==> config.mk <==
export PLATFORM = sky130hd
export DESIGN_NAME = pipeline_ctrl_gen
export DESIGN_NICKNAME = d
export VERILOG_FILES = /design/src/rtl/pipeline_ctrl_gen.sv
export SDC_FILE = /design/constraint.sdc
export NUM_CORES = 1
export LEC_CHECK = 0
export CAP_MARGIN = 20
export CORE_ASPECT_RATIO = 1.2
export CORE_UTILIZATION = 38
export CTS_CLUSTER_SIZE = 12
export DETAILED_ROUTE_END_ITERATION = 8
export PLACE_DENSITY_LB_ADDON = 0.25
export SLEW_MARGIN = 20
export SYNTH_ARGS = -nofsm -noshare
export SYNTH_HDL_FRONTEND = slang
export SYNTH_SLANG_ARGS = --single-unit
==> constraint.sdc <==
create_clock -name clk_i -period 7.4 [get_ports clk_i]
set_input_delay 2.22 -clock clk_i [delete_from_list [all_inputs] [get_ports clk_i]]
set_output_delay 2.22 -clock clk_i [all_outputs]
set_load 0.01 [all_outputs]
==> src/rtl/pipeline_ctrl_gen.sv <==
// Pipeline stall/flush controller: priority stall resolution, held flush with exception redirect PC.
// Optional performance counters are built only when PIPE_PERF_CNT_EN is defined.
module pipeline_ctrl_gen #(
  parameter int unsigned               STAGES        = 8,
  parameter int unsigned               FLUSH_CYCLES  = 1,
  parameter int unsigned               EXC_TYPE_W    = 32,
  parameter logic [EXC_TYPE_W-1:0]     EXC_TYPE_NULL = '0,
  parameter logic [EXC_TYPE_W-1:0]     EXC_TYPE_ERET = EXC_TYPE_W'(32'h0000_000e),
  parameter logic [31:0]               EXC_VECTOR    = 32'hbfc0_0380,
  parameter logic [31:0]               INIT_PC       = 32'hbfc0_0000
) (
  input  logic                  clk_i,
  input  logic                  rst_i,
  input  logic [STAGES-1:0]     stall_req_i,
  input  logic                  stall_all_i,
  input  logic [EXC_TYPE_W-1:0] exception_type_i,
  input  logic [31:0]           cp0_epc_i,
  output logic [STAGES-1:0]     stall_o,
  output logic [STAGES-1:0]     bubble_o,
  output logic                  flush_o,
  output logic [31:0]           exc_pc_o,
  output logic                  flush_busy_o,
  output logic [31:0]           stall_cycles_o,
  output logic [31:0]           flush_count_o
);

  // state    | meaning
  // ST_RUN   | normal flow; flush follows exception_type combinationally
  // ST_FLUSH | holding flush for the remaining cycles; new exceptions dropped
  typedef enum logic {ST_RUN, ST_FLUSH} state_e;

  localparam int unsigned CNT_W = 4;

  state_e             state_q, state_d;
  logic [CNT_W-1:0]   cnt_q, cnt_d;
  logic [31:0]        exc_pc_q, exc_pc_d;

  logic               exc;
  logic [31:0]        target_pc;
  logic [STAGES-1:0]  req_mask;
  logic [STAGES-1:0]  stall_w;

  assign exc       = (exception_type_i != EXC_TYPE_NULL);
  assign target_pc = (exception_type_i == EXC_TYPE_ERET) ? cp0_epc_i : EXC_VECTOR;

  always_ff @(posedge clk_i) begin
    if (rst_i) begin
      state_q  <= ST_RUN;
      cnt_q    <= '0;
      exc_pc_q <= INIT_PC;
    end else begin
      state_q  <= state_d;
      cnt_q    <= cnt_d;
      exc_pc_q <= exc_pc_d;
    end
  end

  // A freeze in the entry cycle costs one extra hold cycle, hence the larger load.
  always_comb begin
    state_d  = state_q;
    cnt_d    = cnt_q;
    exc_pc_d = exc_pc_q;
    case (state_q)
      ST_RUN: begin
        if (exc) begin
          exc_pc_d = target_pc;
          if ((FLUSH_CYCLES > 1) || stall_all_i) begin
            state_d = ST_FLUSH;
            cnt_d   = stall_all_i ? CNT_W'(FLUSH_CYCLES) : CNT_W'(FLUSH_CYCLES - 1);
          end
        end
      end
      ST_FLUSH: begin
        if (!stall_all_i) begin
          if (cnt_q == CNT_W'(1)) begin
            state_d = ST_RUN;
            cnt_d   = '0;
          end else begin
            cnt_d = cnt_q - CNT_W'(1);
          end
        end
      end
      default: begin
        state_d = ST_RUN;
        cnt_d   = '0;
      end
    endcase
  end

  always_comb begin
    flush_o      = 1'b0;
    exc_pc_o     = INIT_PC;
    flush_busy_o = 1'b0;
    if (!rst_i) begin
      case (state_q)
        ST_RUN: begin
          flush_o  = exc;
          exc_pc_o = exc ? target_pc : INIT_PC;
        end
        ST_FLUSH: begin
          flush_o      = 1'b1;
          exc_pc_o     = exc_pc_q;
          flush_busy_o = 1'b1;
        end
        default: begin
          flush_o = 1'b0;
        end
      endcase
    end
  end

  // Stage j stalls when any stage at or above j requests a stall.
  always_comb begin
    logic acc;
    acc      = 1'b0;
    req_mask = '0;
    for (int i = STAGES - 1; i >= 0; i--) begin
      acc         = acc | stall_req_i[i];
      req_mask[i] = acc;
    end
  end

  always_comb begin
    if (rst_i)            stall_w = '0;
    else if (stall_all_i) stall_w = '1;
    else if (flush_o)     stall_w = '0;
    else                  stall_w = req_mask;
  end

  assign stall_o = stall_w;

  always_comb begin
    bubble_o = '0;
    for (int i = 0; i < STAGES - 1; i++) begin
      bubble_o[i] = stall_w[i] & ~stall_w[i+1];
    end
  end

`ifdef PIPE_PERF_CNT_EN
  logic [31:0] stall_cycles_q;
  logic [31:0] flush_count_q;

  always_ff @(posedge clk_i) begin
    if (rst_i) begin
      stall_cycles_q <= '0;
      flush_count_q  <= '0;
    end else begin
      if ((stall_w[0] || stall_all_i) && (stall_cycles_q != 32'hffff_ffff)) begin
        stall_cycles_q <= stall_cycles_q + 32'd1;
      end
      if ((state_q == ST_RUN) && exc && (flush_count_q != 32'hffff_ffff)) begin
        flush_count_q <= flush_count_q + 32'd1;
      end
    end
  end

  assign stall_cycles_o = stall_cycles_q;
  assign flush_count_o  = flush_count_q;
`else
  assign stall_cycles_o = 32'h0;
  assign flush_count_o  = 32'h0;
`endif

endmodule

# Yosys cells after proc, flatten, opt, wreduce, memory -nomap -nowiden
# Cells that the tools add are included.
dict set report op_classes {
  addsub 1
  n_mul 0
  div_mod_pow 0
  n_lt_le_gt_ge 0
  n_eq_ne 5
  n_shift 0
  n_mux 21
  bitwise_logic 22
  n_reduce_logical 3
}
# op n
set ops {}
lappend ops {{32-bit 2-to-1 mux} 3}
lappend ops {{32-bit one-hot mux with 2 select lines} 1}
lappend ops {{32-bit by 4-bit == test with 1-bit output (second input constant)} 1}
lappend ops {{32-bit nonzero test} 1}
lappend ops {{8-bit 2-to-1 mux} 3}
lappend ops {{4-bit 2-to-1 mux} 4}
lappend ops {{1-bit inverter} 8}
lappend ops {{4-bit one-hot mux with 2 select lines} 1}
lappend ops {{1-bit bitwise AND} 7}
lappend ops {{1-bit 2-to-1 mux} 7}
lappend ops {{1-bit OR} 7}
lappend ops {{2-bit != test (second input constant)} 3}
lappend ops {{4-bit by 1-bit == test with 1-bit output (second input constant)} 1}
lappend ops {{1-bit one-hot mux with 2 select lines} 2}
lappend ops {{4-bit by 1-bit subtractor with 4-bit output (second input constant)} 1}
lappend ops {{3-bit AND reduction} 1}
lappend ops {{2-bit AND reduction} 1}
dict set report totals {
  reg_bits 37
  latch_bits 0
  ramBits 0
  rom_bits 0
  in_bits 75
  out_inout_bits 114
  wordCells 55
  mem_count 0
}

# Depth between registers and ports, before layout
# Gate-level depths: netlist of the first run.
dict set report depth {
  ltp_word 12
  mapped_depth 7
  mapped_depth_nobuf 5
}

# Worst setup path before layout of the first run
# No wires, ideal clock.
dict set report synth_timing {
  path_type {input to output}
  startpoint {input port exception_type_i[21]}
  endpoint {output port exc_pc_o[0]}
  t_arrival_ns 3.414
  t_required_ns 5.180
  setup_slack_ns 1.766
  stages 7
  n_path_buf 3
  cell_sequence {nor4_2 -> and4_1 -> buf_6 -> and3_4 -> buf_8 -> buf_8 -> a22o_1}
}
dict set report synth_via {
  elab_chain_cells 5
}
# element line_no
set synth_lines {}
lappend synth_lines {{from (decl)} 16} ;# input logic [EXC_TYPE_W-1:0] exception_type_i,
lappend synth_lines {{32-bit by 4-bit == test with 1-bit output} 44} ;# assign target_pc = (exception_type_i == EXC_TYPE_ERET) ? cp0_epc_i : EXC_VECTOR;
lappend synth_lines {{32-bit 2-to-1 mux} 44}
lappend synth_lines {{32-bit 2-to-1 mux *} 98} ;# exc_pc_o = exc ? target_pc : INIT_PC;
lappend synth_lines {{32-bit one-hot mux with 2 select lines *} 95} ;# case (state_q)
lappend synth_lines {{32-bit 2-to-1 mux *} 94} ;# if (!rst_i) begin
lappend synth_lines {{to (decl)} 21} ;# output logic [31:0] exc_pc_o,
# Every way passes the cells marked *; elsewhere a longest branch is shown, timed or not.

# Worst setup path after layout of the first run
dict set report layout_timing {
  startpoint {input port exception_type_i[4]}
  endpoint {output port exc_pc_o[18]}
}
# The elaborated chain is that of the path after synthesis.

==> metrics.md, run 1 <==
| Metric | Value |
|---|---|
| Final period utilization | 0.915 |
| MaxCap Viol Count | 0 |
| Ranking of synthesized cells by area | dfxtp_1 29%, buf_4 19%, a22o_1 14%, o22a_1 6.1%, nor4_2 2.9% |
| DP Wirelength | around 5.2 mm |
| Die ar. | ~7100 um^2 |
| Place WS | 0.627 ns |
| Fin cells | 477 |
| Detailed Routing Iterations Pass 1 | 4 |
| Clock tree root driver cell | clkbuf_8 |
| Vias | around 2300 |
| Gr ovfl total | 0 |
| Total Power | roughly 440 uW |
| Per-cell routed wire length | between 10 and 15 um |
| PortBufs | 123 |
| Final Max Slew Viols | 0 |
| Syn_area_per_cell | 9.40 um^2 |
| Reg clk slew, reported paths | 0.07 ns |
| # DRC | 0 |
| N_diodes | 0 |
| Post-Route WL | 6.50 mm |
| Main synth FF type | dfxtp_1 |
| DIE HEIGHT | between 90 and 100 um |
| Initial Util | 0.397 |
| Worst-Margin Slew | around 0.73 ns |
| Vias in the first global route | ~2200 |
| Final Hold Vio Count | 0 |
| Die width | 77.2 um |
| WS Path Type | input pin to primary output |
| Mapped Cells | around 270 |
| H-tree levels | 2 |
| Initial antenna violation count | 0 |
| Min Hold Slack | 0.466 ns |
| Setup TNS | 0 ns |
| Dpl cells | 470 |
| Fraction of registers with async set or reset after synthesis | 0 |
| GRT Resource Usage Total | 0.181 |
| Static leakage | 1.43 nW |
| Final setup viols | 0 |
| Fmax | between 100 and 150 MHz |
| CTS sink cnt | 37 |
| Setup bufs post-CTS | 0 |
| Worst VDD drop | ~0.057 mV |
| Max transition margin | 0.512 |
| Worst Slack Setup Final | between 0.6 and 0.7 ns |
| Post-CTS Resized | 0 |
| Clk Latency, worst-skew pair | between 0.2 and 0.3 ns |
| Largest net degree at the start of global routing | 41 |
| Critical Path AT | 4.55 ns |
| Share of layout cells above drive strength 1 | 0.0765 |
| Hold_buf cts | 0 |
| Vias/cell | slightly below 5 |
| TritonCTS clock tree | done |
| Seq/Total Area, Yosys | 0.288 |
| Nets@finish | between 400 and 500 |
| Top-area cell type share of the netlist area | 0.288 |
| Commonest non-fill, non-tap cell in the layout | clkdlybuf4s50_1 |
| Status | finished clean |
| CTS max path bufs | 2 |
| Min-Delay Path Class | flop to flop |
| Yosys warning total | 0 |
| Initial drt markers | 41 |
| Cell Area, Synth | approximately 2600 um^2 |
| Cell Rows | 32 |
| Crit start category | input pin |
| Worst clock skew | a little over 0.003 ns |
| Core Area | ~6500 um^2 |
| Post-synthesis cell type count | 45 |
| Required @ worst endpoint | 5.18 ns |
| First-pass GRT wire length | slightly above 10 mm |
| Worst-path fanout max | 40 |
| Number of routed nets with antenna violations | 0 |
| P per Cell Area | 122 nW/um^2 |
| Yosys reg bits | 37 |
| Minimum clock period | about 6.8 ns |
| Kind of end point of the critical path | primary output |
| I/O pin count | 189 |
| Post-synth EDFFs | 0 |
| Post-synth top area cell | dfxtp_1 |
| Total CTS buffers | 5 |
| Gp weighted congestion | approximately 0.75 |
| RSZ-0062 raised after global routing | no |
| P&R area growth vs syn | 41.4% |
| Most frequent cells in the layout | 123 x clkdlybuf4s50_1, 65 x conb_1, 40 x a22o_1 |
[stage by stage]
step	utilization	instance area, um^2
after floorplan	-	2820
after global placement	0.548	3560
after CTS	0.562	3640
after global routing	0.562	3640
after detailed placement	0.548	3560
final	0.562	3640
[worst max-delay path: stages]
cell and delay [ns]:
clkdlybuf4s50_1 0.45, nor4_2 0.35, and4_4 0.32, and3_4 0.46, a22o_1 0.20, clkdlybuf4s50_1 0.53
[worst paths after layout]
kind	from	end	slack (ns)	depth (start not counted)
max	exception_type_i[4]	exc_pc_o[18]	0.63	6
min reg2reg	exc_pc_q[25]$_SDFFE_PP1P_	exc_pc_q[25]$_SDFFE_PP1P_	0.47	1
max reg2reg	state_q$_SDFF_PP0_	exc_pc_q[17]$_SDFFE_PP0P_	5.15	4
min	exc_pc_q[25]$_SDFFE_PP1P_	exc_pc_q[25]$_SDFFE_PP1P_	0.47	1
[area by class of cell]
| type | count | area (um^2) |
|---|---|---|
| fillers | 633 | 2840 |
| multi-input cells | 214 | 1430 |
| repair buffers | 126 | 1250 |
| flip-flops and latches | 37 | 741 |
| well taps | 85 | 106 |
| clock buffers | 7 | 86.3 |
| inverters | 8 | 30.0 |
[synth_stat cells, types with 2 or more instances]
master and count:
buf_4 65, buf_2 5, clkbuf_1 3, nand3_1 2, and3_1 7, buf_12 2, nor4b_1 2, nor4_2 6
a31oi_1 2, o221a_2 3, o31ai_1 7, mux2i_1 2, nand4_1 2, a21boi_0 3, nand2_1 5, a22o_1 40
ha_1 2, nor4_1 2, nor2_1 8, o22a_1 18, or2_2 3, buf_8 3, dfxtp_1 37, and4_1 2
a21oi_1 5, nor3_1 8, nand2b_1 5, inv_1 8
[power by group]
part | switching [mW] | internal (mW) | total (mW)
registers | 0.00283 | 0.202 | 0.205
clock network | 0.0631 | 0.0738 | 0.137
logic | 0.0494 | 0.0535 | 0.103
[cells by family after synthesis]
logic type	count (synthesis)	share of synthesized area
compound gates	84	0.274
xor+xnor	1	0.00340
fa+ha+maj	2	0.00971
buf+inv	87	0.253
flops	37	0.288
mux	2	0.00777
other cells	1	0.00146
simple gates	60	0.163
[flip-flops by register name, summed over array words and instances (netlist names)]
register and count:
cnt_q 4, state_q 1, exc_pc_q 32
[per-layer routing]
| metal | track usage | share of wire |
|---|---|---|
| met2 | 0.302 | 0.46 |
| met4 | 0.0802 | 0.025 |
| met5 | 0 | 0 |
| met3 | 0.0488 | 0.088 |
| met1 | 0.216 | 0.43 |
Note: power is estimated with default switching activity, not from simulation.
==> run 2, diff against run 1 <==
- PLACE_DENSITY: unset -> 0.95
- PLACE_DENSITY_LB_ADDON: 0.25 -> unset
==> run 2 against run 1 <==
Global-route usage decreased by 0.45 points; clock power is 47% higher; critical path depth did not move; die area did not move.
==> metrics.md, run 2 (same netlist as run 1, synthesis figures left out) <==
| Metric | Value |
|---|---|
| Status | finished clean (unchanged) |
| Cell Rows | 32 (unchanged) |
| Total Power | 510 uW (was 445 uW) |
| Final setup viols | 0 (unchanged) |
| Share of layout cells above drive strength 1 | 0.0791 (was 0.0765) |
| Initial drt markers | 55 (was 41) |
| WS Path Type | input pin to primary output (unchanged) |
| P per Cell Area | 138 nW/um^2 (was 122 nW/um^2) |
| Worst-path fanout max | 40 (unchanged) |
| Initial antenna violation count | 0 (unchanged) |
| Cells on Worst Hold Path | 1 (unchanged) |
| Total CTS buffers | 5 (unchanged) |
| Post-Route WL | 6.43 mm (was 6.50 mm) |
| TritonCTS clock tree | done (unchanged) |
| Largest Register | exc_pc_q (unchanged) |
| Per-cell routed wire length | 13.5 um (was 13.6 um) |
| Reg clk slew, reported paths | 0.07 ns (about the same) |
| Static leakage | 1.45 nW (was 1.43 nW) |
| WP buf/inv | 2 (unchanged) |
| Clk Latency, worst-skew pair | 0.28 ns (about the same) |
| Worst Slack Setup Final | 0.472 ns (was 0.632 ns) |
| N_diodes | 0 (unchanged) |
| Top Registers | exc_pc_q x32, cnt_q x4, state_q x1 (unchanged) |
| Fillers | 560 (was 633) |
| P&R area growth vs syn | 42.9% (was 41.4%) |
| Reg2reg path depth | 4 (unchanged) |
| Place WS | 0.450 ns (was 0.627 ns) |
| Core Area | 6490 um^2 (unchanged) |
| Crit-path max cell delay | 0.53 ns (about the same) |
| Nets@finish | 468 (was 469) |
| Beginning of the worst hold path | exc_pc_q[31]$_SDFFE_PP1P_ (was exc_pc_q[25]$_SDFFE_PP1P_) |
| Setup TNS | 0 ns (unchanged) |
| Worst VDD drop | 0.0750 mV (was 0.0572 mV) |
| H-tree levels | 2 (unchanged) |
| Detailed Routing Iterations Pass 1 | 4 (unchanged) |
| DIE HEIGHT | 92.2 um (unchanged) |
| PortBufs | 123 (unchanged) |
| Crit-path cells | clkdlybuf4s50_1 > nor4_2 > and4_1 > and3_4 > a22o_1 > clkdlybuf4s50_1 (was clkdlybuf4s50_1 > nor4_2 > and4_4 > and3_4 > a22o_1 > clkdlybuf4s50_1) |
| Vias in the first global route | 2056 (was 2176) |
| CTS max path bufs | 2 (unchanged) |
| Crit Reg-Reg Startpoint | state_q$_SDFF_PP0_ (unchanged) |
| Number of routed nets with antenna violations | 0 (unchanged) |
| Finished Core Util | 0.568 (was 0.562) |
| First-pass GRT wire length | 9.92 mm (was 10.2 mm) |
| Fmax | 144 MHz (was 148 MHz) |
| Max reg flops | 32 (unchanged) |
| Vias | 2398 (was 2337) |
| Initial Util | 0.397 (unchanged) |
| Hold EP | exc_pc_q[31]$_SDFFE_PP1P_ (was exc_pc_q[25]$_SDFFE_PP1P_) |
| I/O pin count | 189 (unchanged) |
| Commonest non-fill, non-tap cell in the layout | clkdlybuf4s50_1 (unchanged) |
| Largest net degree at the start of global routing | 41 (unchanged) |
| Die width | 77.2 um (unchanged) |
| GRT Resource Usage Total | 0.177 (was 0.181) |
| Crit path max-delay family | simple AND/OR/NAND/NOR gates (unchanged) |
| Worst-Margin Slew | 0.717 ns (was 0.731 ns) |
| R2R Setup Slk | 5.23 ns (was 5.15 ns) |
| # DRC | 0 (unchanged) |
| Most frequent cells in the layout | 123 x clkdlybuf4s50_1, 65 x conb_1, 40 x a22o_1 (unchanged) |
| Required @ worst endpoint | 5.18 ns (about the same) |
| Final Hold Vio Count | 0 (unchanged) |
| Worst clock skew | 0.00365 ns (was 0.00310 ns) |
| Kind of end point of the critical path | primary output (unchanged) |
| CTS sink cnt | 37 (unchanged) |
| Fin cells | 477 (unchanged) |
| Min-Delay Path Class | flop to flop (unchanged) |
| Worst reg2reg endpoint | exc_pc_q[16]$_SDFFE_PP0P_ (was exc_pc_q[17]$_SDFFE_PP0P_) |
| Hold_buf cts | 0 (unchanged) |
| Die ar. | 7110 um^2 (unchanged) |
| Critical Path AT | 4.71 ns (was 4.55 ns) |
| Gp weighted congestion | 0.822 (was 0.747) |
| Final period utilization | 0.936 (was 0.915) |
| Gr ovfl total | 0 (unchanged) |
| Minimum clock period | 6.93 ns (was 6.77 ns) |
| Dpl cells | 469 (was 470) |
| Slowest CP cell | clkdlybuf4s50_1 (unchanged) |
| Clock tree root driver cell | clkbuf_8 (unchanged) |
| Crit start category | input pin (unchanged) |
| Vias/cell | 5.03 (was 4.90) |
| RSZ-0062 raised after global routing | no (unchanged) |
| Post-CTS Resized | 0 (unchanged) |
| DP Wirelength | 5.15 mm (was 5.16 mm) |
| Max transition margin | 0.521 (was 0.512) |
| Final Max Slew Viols | 0 (unchanged) |
| Setup bufs post-CTS | 0 (unchanged) |
| CP dominant cell by count | clkdlybuf4s50_1 (unchanged) |
| MaxCap Viol Count | 0 (unchanged) |
-- run 2: cell count changes in the layout (fill, tap and decap cells not counted) --
cell / delta
bufinv_16: +2
buf_4: -1
clkbuf_1: -1
clkbuf_8: -1
clkinv_2: +1
-- run 2: area by class of cell --
| class | count | area [um^2] | area share |
|---|---|---|---|
| Tap cell | 85 | 106 | 0.0289 |
| Clock buffer | 5 | 68.8 | 0.0187 |
| Multi-Input combinational cell | 214 | 1430 | 0.387 |
| Timing Repair Buffer | 125 | 1250 | 0.338 |
| Inverter | 8 | 30.0 | 0.00815 |
| Clock inverter | 3 | 65.1 | 0.0177 |
| Sequential cell | 37 | 741 | 0.201 |
-- run 2: worst reg2reg max path, cell delays in order, from the launching register on --
cell	delay, ns
dfxtp_1	0.48
nand2b_1	0.30
inv_1	0.63
a31o_2	0.49
a22o_1	0.21
-- run 2: stage by stage --
stage / hold slack [ns] / area (um^2)
after floorplan: 0.437 / 2820
after global placement: 0.447 / 3550
after detailed placement: 0.452 / 3550
after CTS: 0.473 / 3680
after global routing: 0.491 / 3680
final: 0.471 / 3680
-- run 2: worst max path at each step --
| stage | from | end | slack (ns) | cells after the start |
|---|---|---|---|---|
| 2_1_floorplan | exception_type_i[21] | exc_pc_o[0] | 1.77 | 7 |
| 3_3_place_gp | exception_type_i[16] | exc_pc_o[4] | 0.48 | 6 |
| 3_5_place_dp | exception_type_i[16] | exc_pc_o[30] | 0.45 | 6 |
| 4_1_cts | exception_type_i[16] | exc_pc_o[30] | 0.45 | 6 |
| 5_1_grt | exception_type_i[21] | exc_pc_o[2] | 0.33 | 6 |
| 6_report | exception_type_i[16] | exc_pc_o[30] | 0.47 | 6 |
-- run 2: report_power, final --
part | total, mW | internal, mW | switching (mW)
Sequential | 0.205 | 0.202 | 0.00287
Clock | 0.202 | 0.134 | 0.0686
Combinational | 0.102 | 0.0534 | 0.0490
Total | 0.510 | 0.389 | 0.121
-- run 2: layer usage --
layer	wire [um]	global-route usage	up-vias
li1	-	-	1133
met3	491	0.0378	10
met2	3440	0.335	136
met4	116	0.0676	0
met1	2380	0.188	1119
met5	0	0	-
==> run 3, diff against run 2 <==
- CORE_MARGIN: unset -> 2
==> run 3 against run 2 <==
First-iteration DRC count up 18%; maximum frequency up 1.6%; clock power shrank 34%; sequential cell count unchanged; total power is 13% lower; via count fell by 1.3%; core utilization is 0.68 points lower; routed wire length up 3.1%; critical endpoint is now exc_pc_o[15].
==> metrics.md, run 3 (same netlist as run 1, synthesis figures left out) <==
| Metric | Value |
|---|---|
| Crit start category | input pin (unchanged) |
| Critical Path AT | 4.60 ns (was 4.71 ns) |
| Die ar. | 7460 um^2 (was 7110 um^2) |
| Worst VDD drop | 0.0653 mV (was 0.0750 mV) |
| Hold_buf cts | 0 (unchanged) |
| Cell Rows | 32 (unchanged) |
| Min-Delay Path Class | flop to flop (unchanged) |
| Gp weighted congestion | 0.856 (was 0.822) |
| Required @ worst endpoint | 5.18 ns (about the same) |
| M3 GR Usage | 0.0462 (was 0.0378) |
| CTS sink cnt | 37 (unchanged) |
| Gr ovfl total | 0 (unchanged) |
| GRT Resource Usage Total | 0.168 (was 0.177) |
| Vias in the first global route | 2168 (was 2056) |
| Final Hold Vio Count | 0 (unchanged) |
| DIE HEIGHT | 94.2 um (was 92.2 um) |
| Setup TNS | 0 ns (unchanged) |
| Max reg flops | 32 (unchanged) |
| Worst clock skew | 0.00762 ns (was 0.00365 ns) |
| TritonCTS clock tree | done (unchanged) |
| Share of layout cells above drive strength 1 | 0.0789 (was 0.0791) |
| Vias | 2366 (was 2398) |
| Largest Register | exc_pc_q (unchanged) |
| Final period utilization | 0.921 (was 0.936) |
| GRT met2 Usage | 0.315 (was 0.335) |
| Initial antenna violation count | 0 (unchanged) |
| Largest net degree at the start of global routing | 41 (unchanged) |
| Post-CTS Resized | 0 (unchanged) |
| First-pass GRT wire length | 9.94 mm (was 9.92 mm) |
| Met1 usage | 0.180 (was 0.188) |
| R2R Setup Slk | 5.23 ns (about the same) |
| Max transition margin | 0.540 (was 0.521) |
| Post-Route WL | 6.63 mm (was 6.43 mm) |
| Worst reg2reg endpoint | exc_pc_q[3]$_SDFFE_PP0P_ (was exc_pc_q[16]$_SDFFE_PP0P_) |
| Initial drt markers | 65 (was 55) |
| Final Max Slew Viols | 0 (unchanged) |
| Die width | 79.2 um (was 77.2 um) |
| Total Power | 441 uW (was 510 uW) |
| Crit Reg-Reg Startpoint | state_q$_SDFF_PP0_ (unchanged) |
| Cells on Worst Hold Path | 1 (unchanged) |
| Core Area | 6490 um^2 (unchanged) |
| P per Cell Area | 121 nW/um^2 (was 138 nW/um^2) |
| Hold EP | exc_pc_q[23]$_SDFFE_PP1P_ (was exc_pc_q[31]$_SDFFE_PP1P_) |
| Worst-path fanout max | 40 (unchanged) |
| Status | finished clean (unchanged) |
| Total CTS buffers | 5 (unchanged) |
| DP Wirelength | 5.32 mm (was 5.15 mm) |
| Final setup viols | 0 (unchanged) |
| Commonest non-fill, non-tap cell in the layout | clkdlybuf4s50_1 (unchanged) |
| WS Path Type | input pin to primary output (unchanged) |
| Nets@finish | 469 (was 468) |
| MaxCap Viol Count | 0 (unchanged) |
| I/O pin count | 189 (unchanged) |
| Initial Util | 0.397 (unchanged) |
| Per-cell routed wire length | 13.9 um (was 13.5 um) |
| Fillers | 559 (was 560) |
| Worst-Margin Slew | 0.689 ns (was 0.717 ns) |
| Detailed Routing Iterations Pass 1 | 4 (unchanged) |
| RSZ-0062 raised after global routing | no (unchanged) |
| P&R area growth vs syn | 41.2% (was 42.9%) |
| Clock tree root driver cell | clkbuf_8 (unchanged) |
| Minimum clock period | 6.82 ns (was 6.93 ns) |
| GR peak layer | met2 (unchanged) |
| Beginning of the worst hold path | exc_pc_q[23]$_SDFFE_PP1P_ (was exc_pc_q[31]$_SDFFE_PP1P_) |
| Clk Latency, worst-skew pair | 0.28 ns (about the same) |
| PortBufs | 123 (unchanged) |
| Reg clk slew, reported paths | 0.07 ns (about the same) |
| Vias/cell | 4.95 (was 5.03) |
| Reg2reg path depth | 4 (unchanged) |
| N_diodes | 0 (unchanged) |
| Top Registers | exc_pc_q x32, cnt_q x4, state_q x1 (unchanged) |
| Number of routed nets with antenna violations | 0 (unchanged) |
| Fmax | 147 MHz (was 144 MHz) |
| Setup bufs post-CTS | 0 (unchanged) |
| Static leakage | 1.43 nW (was 1.45 nW) |
| CTS max path bufs | 2 (unchanged) |
| H-tree levels | 2 (unchanged) |
| Most frequent cells in the layout | 123 x clkdlybuf4s50_1, 65 x conb_1, 40 x a22o_1 (unchanged) |
| # DRC | 0 (unchanged) |
| Kind of end point of the critical path | primary output (unchanged) |
-- run 3: cell types whose count changed in the layout (fill, tap and decap cells not counted) --
cell       change
buf_4          +1
clkinv_2       +1
bufinv_16      -2
clkbuf_1       +1
-- run 3: worst max-delay path by stage --
stage,from,endpoint,depth (start not counted)
after floorplan,exception_type_i[21],exc_pc_o[0],7
after global placement,exception_type_i[9],exc_pc_o[15],6
after detailed placement,exception_type_i[9],exc_pc_o[14],6
after CTS,exception_type_i[9],exc_pc_o[14],6
after global routing,exception_type_i[16],exc_pc_o[14],6
final,exception_type_i[9],exc_pc_o[15],6
-- run 3: layout make-up --
class | instances | area (um^2) | share of cell area
clock buffer | 6 | 72.6 | 0.0199
timing repair buffer | 126 | 1250 | 0.345
inverter | 8 | 30.0 | 0.00825
clock inverter | 2 | 10.0 | 0.00275
sequential | 37 | 741 | 0.204
multi-input combinational | 214 | 1430 | 0.392
tap | 85 | 106 | 0.0292
-- run 3: per-stage QoR --
stage                     setup WS, ns  hold WS (ns)  area (um^2)  std cells   util
final                            0.584         0.470         3640        478  0.561
after global routing             0.404         0.491         3640        478  0.561
after CTS                        0.577         0.472         3640        478  0.561
after detailed placement         0.576         0.456         3560        470  0.548
after global placement           0.617         0.444         3560        470  0.548
after floorplan                   1.77         0.437         2820        338      -
-- run 3: report_power, final --
group | internal (mW) | switching (mW) | total, mW
registers | 0.202 | 0.00295 | 0.205
clock network | 0.0652 | 0.0678 | 0.133
logic | 0.0535 | 0.0494 | 0.103
total | 0.321 | 0.120 | 0.441
-- run 3: routing by layer --
layer  wire [um]  part of all wire
met5           0                 0
met4          80             0.012
met3         598             0.090
met2        3440              0.52
met1        2510              0.38
-- run 3: critical path: stages --
cell and delay (ns):
clkdlybuf4s50_1 0.42, nor4_2 0.41, and4_4 0.35, and3_4 0.45, a22o_1 0.20, clkdlybuf4s50_1 0.53
